### config.mk
export PLATFORM = sky130hd
export DESIGN_NAME = rc4_seq_ctrl_flat
export DESIGN_NICKNAME = d
export VERILOG_FILES = /design/src/rtl/rc4_pkg.sv /design/src/rtl/rc4_seq_ctrl_if.sv /design/src/rtl/rc4_seq_ctrl.sv /design/src/flat_wrapper.sv
export SDC_FILE = /design/constraint.sdc
export NUM_CORES = 1
export LEC_CHECK = 0
export ABC_CLOCK_PERIOD_IN_PS = 2500
export BUFFER_PORTS_ARGS = -buffer_cell sky130_fd_sc_hd__buf_2
export CORE_MARGIN = 1.5
export CORE_UTILIZATION = 51
export DETAILED_ROUTE_END_ITERATION = 7
export PLACE_DENSITY = 0.81
export SYNTH_ARGS = -nofsm -noshare
export SYNTH_HDL_FRONTEND = slang
export SYNTH_SLANG_ARGS = --single-unit
### constraint.sdc
create_clock -name clk -period 2.5 [get_ports clk]
set_clock_uncertainty 0.05 [all_clocks]
set_input_delay 0.25 -clock clk [delete_from_list [all_inputs] [get_ports clk]]
set_output_delay 0.25 -clock clk [all_outputs]
set_load 0.05 [all_outputs]
### src/rtl/rc4_pkg.sv
// RC4 sequencer shared definitions.
// State codes, S-box geometry and per-phase cycle counts.
package rc4_pkg;

  localparam int SBOX_SIZE      = 256;
  localparam int SBOX_AW        = 8;
  localparam int INIT_CYC       = 256;
  localparam int KSA_CYC_PER_I  = 5;
  localparam int PRGA_CYC_PER_B = 7;

  typedef logic [3:0] state_t;

  localparam state_t IDLE = 4'd0;
  localparam state_t INIT = 4'd1;
  localparam state_t K_RI = 4'd2;
  localparam state_t K_CJ = 4'd3;
  localparam state_t K_RJ = 4'd4;
  localparam state_t K_WI = 4'd5;
  localparam state_t K_WJ = 4'd6;
  localparam state_t P_RI = 4'd7;
  localparam state_t P_CJ = 4'd8;
  localparam state_t P_RJ = 4'd9;
  localparam state_t P_WI = 4'd10;
  localparam state_t P_WJ = 4'd11;
  localparam state_t P_RK = 4'd12;
  localparam state_t P_XK = 4'd13;
  localparam state_t DONE = 4'd14;

  function automatic int op_cycles(int mb);
    return 1 + INIT_CYC
         + SBOX_SIZE * KSA_CYC_PER_I
         + PRGA_CYC_PER_B * mb;
  endfunction

endpackage

### src/rtl/rc4_seq_ctrl_if.sv
// RC4 sequencer host handshake and S-box RAM bus.
// master = host, slave = controller, ram = S-box.
interface rc4_seq_ctrl_if
  import rc4_pkg::*;
#(
  parameter int KEY_BYTES = 5,
  parameter int MSG_BYTES = 5
);

  logic                   start;
  logic [8*KEY_BYTES-1:0] key;
  logic [8*MSG_BYTES-1:0] ptext;
  logic                   busy;
  logic                   done;
  logic [8*MSG_BYTES-1:0] ctext;
  logic [SBOX_AW-1:0]     sb_addr;
  logic [7:0]             sb_wdata;
  logic                   sb_we;
  logic [7:0]             sb_rdata;

  modport master (
    output start, key, ptext,
    input  busy, done, ctext
  );

  modport slave (
    input  start, key, ptext, sb_rdata,
    output busy, done, ctext,
    output sb_addr, sb_wdata, sb_we
  );

  modport ram (
    input  sb_addr, sb_wdata, sb_we,
    output sb_rdata
  );

endinterface

### src/rtl/rc4_seq_ctrl.sv
// RC4 sequencer: S-box init, KSA and PRGA over
// one external single-port RAM, start/busy/done.
module rc4_seq_ctrl
  import rc4_pkg::*;
#(
  parameter int KEY_BYTES = 5,
  parameter int MSG_BYTES = 5
)(
  input  logic            clk,
  input  logic            rst,
  rc4_seq_ctrl_if.slave   bus
);

  localparam int KW = 8 * KEY_BYTES;
  localparam int MW = 8 * MSG_BYTES;
  localparam logic [7:0] LAST_I = 8'(SBOX_SIZE - 1);
  localparam logic [5:0] LAST_N = 6'(MSG_BYTES - 1);

  state_t        state;
  logic [7:0]    i, j, si, sj;
  logic [5:0]    n;
  logic [KW-1:0] key_q, key_rot;
  logic [MW-1:0] pt_q, pt_sh;
  logic [MW-1:0] ct_q, ct_sh;
  logic [7:0]    kbyte, xbyte;

  // key rotates so its top byte is always key[i mod KEY_BYTES]
  assign kbyte = key_q[KW-1 -: 8];
  assign xbyte = pt_q[MW-1 -: 8] ^ bus.sb_rdata;

  if (KEY_BYTES > 1) begin : g_krot
    assign key_rot = {key_q[KW-9:0], kbyte};
  end else begin : g_kone
    assign key_rot = key_q;
  end

  if (MSG_BYTES > 1) begin : g_msh
    assign pt_sh = {pt_q[MW-9:0], 8'h00};
    assign ct_sh = {ct_q[MW-9:0], xbyte};
  end else begin : g_mone
    assign pt_sh = '0;
    assign ct_sh = xbyte;
  end

  assign bus.busy  = (state != IDLE);
  assign bus.done  = (state == DONE);
  assign bus.ctext = ct_q;

  // RAM address/data/strobe decoded from state
  always_comb begin
    bus.sb_we    = 1'b0;
    bus.sb_addr  = '0;
    bus.sb_wdata = '0;
    case (state)
      INIT: begin
        bus.sb_we    = 1'b1;
        bus.sb_addr  = i;
        bus.sb_wdata = i;
      end
      K_RI: bus.sb_addr = i;
      K_RJ: bus.sb_addr = j;
      K_WI, P_WI: begin
        bus.sb_we    = 1'b1;
        bus.sb_addr  = i;
        bus.sb_wdata = bus.sb_rdata;
      end
      K_WJ, P_WJ: begin
        bus.sb_we    = 1'b1;
        bus.sb_addr  = j;
        bus.sb_wdata = si;
      end
      P_RI: bus.sb_addr = i + 8'd1;
      P_RJ: bus.sb_addr = j;
      P_RK: bus.sb_addr = si + sj;
      default: ;
    endcase
  end

  // sequencer state, indices and data registers
  always_ff @(posedge clk) begin
    if (rst) begin
      state <= IDLE;
      i     <= '0;
      j     <= '0;
      si    <= '0;
      sj    <= '0;
      n     <= '0;
      key_q <= '0;
      pt_q  <= '0;
      ct_q  <= '0;
    end else begin
      case (state)
        IDLE: if (bus.start) begin
          key_q <= bus.key;
          pt_q  <= bus.ptext;
          i     <= '0;
          j     <= '0;
          n     <= '0;
          state <= INIT;
        end
        INIT: begin
          i <= i + 8'd1;
          if (i == LAST_I) begin
            j     <= '0;
            state <= K_RI;
          end
        end
        K_RI: state <= K_CJ;
        K_CJ: begin
          si    <= bus.sb_rdata;
          j     <= j + bus.sb_rdata + kbyte;
          state <= K_RJ;
        end
        K_RJ: state <= K_WI;
        K_WI: begin
          sj    <= bus.sb_rdata;
          state <= K_WJ;
        end
        K_WJ: begin
          i     <= i + 8'd1;
          key_q <= key_rot;
          if (i == LAST_I) begin
            j     <= '0;
            state <= P_RI;
          end else begin
            state <= K_RI;
          end
        end
        P_RI: begin
          i     <= i + 8'd1;
          state <= P_CJ;
        end
        P_CJ: begin
          si    <= bus.sb_rdata;
          j     <= j + bus.sb_rdata;
          state <= P_RJ;
        end
        P_RJ: state <= P_WI;
        P_WI: begin
          sj    <= bus.sb_rdata;
          state <= P_WJ;
        end
        P_WJ: state <= P_RK;
        P_RK: state <= P_XK;
        P_XK: begin
          ct_q <= ct_sh;
          pt_q <= pt_sh;
          n    <= n + 6'd1;
          state <= (n == LAST_N) ? DONE : P_RI;
        end
        DONE: state <= IDLE;
        default: state <= IDLE;
      endcase
    end
  end

endmodule
### src/flat_wrapper.sv
// flat-port wrapper written by rule: the top's interface ports become plain ports
module rc4_seq_ctrl_flat import rc4_pkg::*;
#(
  parameter int KEY_BYTES = 5,
  parameter int MSG_BYTES = 5
)
  (clk, rst, bus_start, bus_key, bus_ptext, bus_sb_rdata, bus_busy, bus_done, bus_ctext, bus_sb_addr, bus_sb_wdata, bus_sb_we);
  rc4_seq_ctrl_if #(.KEY_BYTES(KEY_BYTES), .MSG_BYTES(MSG_BYTES)) bus_i ();
  input  logic clk;
  input  logic rst;
  input wire logic [$bits(bus_i.start)-1:0] bus_start;
  input wire logic [$bits(bus_i.key)-1:0] bus_key;
  input wire logic [$bits(bus_i.ptext)-1:0] bus_ptext;
  input wire logic [$bits(bus_i.sb_rdata)-1:0] bus_sb_rdata;
  output wire logic [$bits(bus_i.busy)-1:0] bus_busy;
  output wire logic [$bits(bus_i.done)-1:0] bus_done;
  output wire logic [$bits(bus_i.ctext)-1:0] bus_ctext;
  output wire logic [$bits(bus_i.sb_addr)-1:0] bus_sb_addr;
  output wire logic [$bits(bus_i.sb_wdata)-1:0] bus_sb_wdata;
  output wire logic [$bits(bus_i.sb_we)-1:0] bus_sb_we;
  assign bus_i.start = bus_start;
  assign bus_i.key = bus_key;
  assign bus_i.ptext = bus_ptext;
  assign bus_i.sb_rdata = bus_sb_rdata;
  assign bus_busy = bus_i.busy;
  assign bus_done = bus_i.done;
  assign bus_ctext = bus_i.ctext;
  assign bus_sb_addr = bus_i.sb_addr;
  assign bus_sb_wdata = bus_i.sb_wdata;
  assign bus_sb_we = bus_i.sb_we;
  rc4_seq_ctrl #(.KEY_BYTES(KEY_BYTES), .MSG_BYTES(MSG_BYTES)) u_core (.clk(clk), .rst(rst), .bus(bus_i));
endmodule
==> flow_summary_export.csv <==
group,metric,value,unit
synth,synth_async_reset_ratio,0,%
timing,normalized_max_slew_margin,40.93,%
timing,finalHoldViolCount,0,
timing,final_critical_path_setup_slack,-0.1473,ns
synth,postSynthCellCount,983,
routing,drc_errors,0,
global_route,grt_pass1_vias,7076,
timing,finalHoldWorstSlack,0.02216,ns
global_route,maximum_number_of_pins_on_one_net_before_global_route_repair,81,
min_path,hold_class,"in2reg",
timing,timing.final.max_slew_violations,0,
die,die_h,128.8,um
finish,insertedDiodeCount,0,
placement,dp.final_hpwl,15050,um
synth,syn-num-nets,1102,
outcome,violations,"negative setup slack",
setup_path,cp_data_required_time,2.75,ns
die,initial_utilization,52.70,%
routing,totalWireLength,22140,um
setup_path,worst_ep_arrival_time,2.90,ns
timing,rsz0062_at_grt,"true",
die,floorplan.die.width,128.8,um
power,cellPowerDensity,635.7,nW/um^2
power,p_total,6406,uW
synth,yosys_warnings,0,
synth,syn_area,8070,sq um
global_route,grt_util_all_layers,26.15,%
global_route,grt_overflow,0,
flow_run,max-cap-violations,0,
setup_path,timing.critical_path.to_type,"flip-flop",
finish,post_layout_nonfiller_instances,1362,
synth,synth.top_cell.area_share,40.19,%
timing,setup_viol,6,
setup_path,path_class,"reg2reg",
synth,postSynth.topFlopCell,"sky130_fd_sc_hd__dfxtp_1",
timing,fmax,0.3777,GHz
routing,drt_first_iter_violations,610,
timing,measured_slew_at_the_worst_slew_check_pin,0.8861,ns
die,placementRows,45,
synth,synth_common_cells,"sky130_fd_sc_hd__dfxtp_1, sky130_fd_sc_hd__nand2_1, sky130_fd_sc_hd__a21oi_1",
routing,routedWlPerCell,16.25,um
cts,cts_buffers,17,
cts,cts_sinks,162,
cts,root_buffer_selected_by_cts,"sky130_fd_sc_hd__clkbuf_16",
placement,finalWeightedCongestion,0.9603,
global_route,antenna_found_initial,0,
synth,synth-edff-count,0,
die,boundaryPins,150,
placement,placed_cells,1323,
synth,synth_area_leaders,"sky130_fd_sc_hd__dfxtp_1, sky130_fd_sc_hd__a21oi_1, sky130_fd_sc_hd__nand2_1, sky130_fd_sc_hd__mux2i_1, sky130_fd_sc_hd__a211oi_1",
finish,design.final.nets,1258,
synth,ys_types,64,
finish,drive_above_1_share,25.28,%
routing,antenna_left,0,
synth,synth.most_common_cell,"sky130_fd_sc_hd__dfxtp_1",
finish,area_growth_syn_to_layout,24.88,%
global_route,grt_first_pass_wirelength,34270,um
die,die_area,16590,sq um
cts,clk_pin_slew_worst_paths,0.07,ns
cts,clk_latency,0.43,ns
outcome,run_status,"finished, violations left",
routing,vias,7867,
power,leakagePower,0.003932,uW
cts,clock_tree.buffer_depth,2,
routing,drt_pass1_iterations,5,
synth,synth.ff_latch_count,162,
routing,vias_per_cell,5.776,
synth,yosysTopAreaCell,"sky130_fd_sc_hd__dfxtp_1",
cts,htree_num_levels,4,
timing,min_period_over_period,105.9,%
placement,place.port_buffers,149,
synth,synthesis.area_per_instance,8.210,sq um
setup_path,crit_path_max_fanout,3,
synth,post_synthesis_sequential_area_ratio,40.19,%
die,core_region_area,15310,sq um
timing,layout_min_cycle_time,2.647,ns
power,power.ir.vdd_worst,0.5393,mV
cts,tritoncts,"yes",
setup_path,critPathLaunchType,"flip-flop",
flip-flops by register name, indices dropped and copies added, names as in the netlist:
name / count
u_core.state: 4
u_core.j: 8
u_core.key_q: 40
u_core.si: 8
u_core.pt_q: 40
u_core.n: 6
u_core.sj: 8
u_core.bus.ctext: 40
u_core.i: 8
layout make-up:
cell class              instances  area (sq um)
inverters                      19         71.32
clock buffers                  18         439.2
multi-input cells             734          4659
flip-flops and latches        162          3266
repair buffers                205          1251
fillers                      1307          5236
well taps                     211         264.0
clock inverters                13         127.6
critical path, cell delays in order (launching register included):
cell and delay, ns:
sky130_fd_sc_hd__dfxtp_2 0.35, sky130_fd_sc_hd__ha_4 0.14, sky130_fd_sc_hd__inv_2 0.03, sky130_fd_sc_hd__fa_2 0.34, sky130_fd_sc_hd__nor2b_2 0.14, sky130_fd_sc_hd__o31a_1 0.18, sky130_fd_sc_hd__buf_4 0.14, sky130_fd_sc_hd__a21oi_4 0.04
sky130_fd_sc_hd__ha_1 0.29, sky130_fd_sc_hd__o211ai_1 0.13, sky130_fd_sc_hd__o211ai_1 0.25, sky130_fd_sc_hd__o221ai_2 0.14, sky130_fd_sc_hd__o211ai_1 0.19, sky130_fd_sc_hd__o311ai_1 0.11
per-layer routing:
| metal | global-route usage (%) | up-vias | wire [um] |
|---|---|---|---|
| met1 | 34.94 | 3654 | 9775 |
| met5 | 0 | - | 0 |
| li1 | - | 3828 | - |
| met4 | 12.56 | 0 | 780 |
| met2 | 40.74 | 316 | 10210 |
| met3 | 5.073 | 69 | 1370 |
kinds of logic after synthesis:
logic type	share of synthesized area [%]
fa+ha+maj	4.620
compound gates	24.02
xor+xnor	2.496
simple gates	18.06
mux	6.093
buf+inv	4.527
flops	40.19
final timing paths:
kind | slack, ns | from | depth (start not counted) | end
hold / removal | 0.02 | bus_ptext[2] | 3 | u_core.pt_q[2]$_SDFFE_PP0P_
hold reg to reg | 0.40 | u_core.bus.ctext[34]$_SDFFE_PP0P_ | 2 | u_core.bus.ctext[34]$_SDFFE_PP0P_
setup / recovery | -0.15 | u_core.j[0]$_SDFFE_PP0P_ | 13 | u_core.j[7]$_SDFFE_PP0P_
setup reg to reg | -0.15 | u_core.j[0]$_SDFFE_PP0P_ | 13 | u_core.j[7]$_SDFFE_PP0P_
what timing repair did:
action                                 in CTS  in global routing
cloned                                      0                  0
endpoints found under the hold margin       5                  0
hold buffers                                5                  0
setup endpoints to repair                  17                 21
resized for setup                          34                 23
pin swaps                                  18                  8
setup buffers                               3                  0
cells in the final DEF, fill, tap and decap left out, drive strengths merged, types with 4 or more instances in the layout:
cell type / Yosys / routed
dlygate4sd3: 0 / 5
o211ai: 13 / 13
o21a: 7 / 7
xor2: 7 / 7
clkbuf: 33 / 18
nand2: 161 / 161
inv: 19 / 25
buf: 35 / 200
a21oi: 123 / 123
mux2i: 48 / 48
nor3: 13 / 13
o22ai: 5 / 5
ha: 25 / 25
o21ai: 30 / 30
nor2b: 6 / 6
nand3: 23 / 23
dfxtp: 162 / 162
nor3b: 4 / 4
a221o: 4 / 4
a22oi: 37 / 37
clkinv: 0 / 4
nand2b: 8 / 8
nor2: 88 / 88
nand3b: 5 / 5
a211oi: 53 / 53
xnor2: 16 / 16
o31ai: 4 / 4
or2: 5 / 5
or3: 4 / 4
report_power, final:
group          switching [uW]  internal, uW
registers                 127          2740
clock network            1110          1410
logic                     597           420
total                    1840          4570
stage by stage:
step | setup WS [ns] | cell area, sq um | setup TNS [ns] | utilization [%]
after floorplan | -0.1109 | 8092 | -0.1109 | -
after global placement | -0.2385 | 9234 | -0.6055 | 60.29
after detailed placement | -0.3473 | 9234 | -0.9611 | 60.29
after CTS | -0.1528 | 9997 | -0.3040 | 65.28
after global routing | -0.3334 | 10080 | -1.127 | 65.81
final | -0.1473 | 10080 | -0.4050 | 65.81
Note: power is estimated with default switching activity, not from simulation.
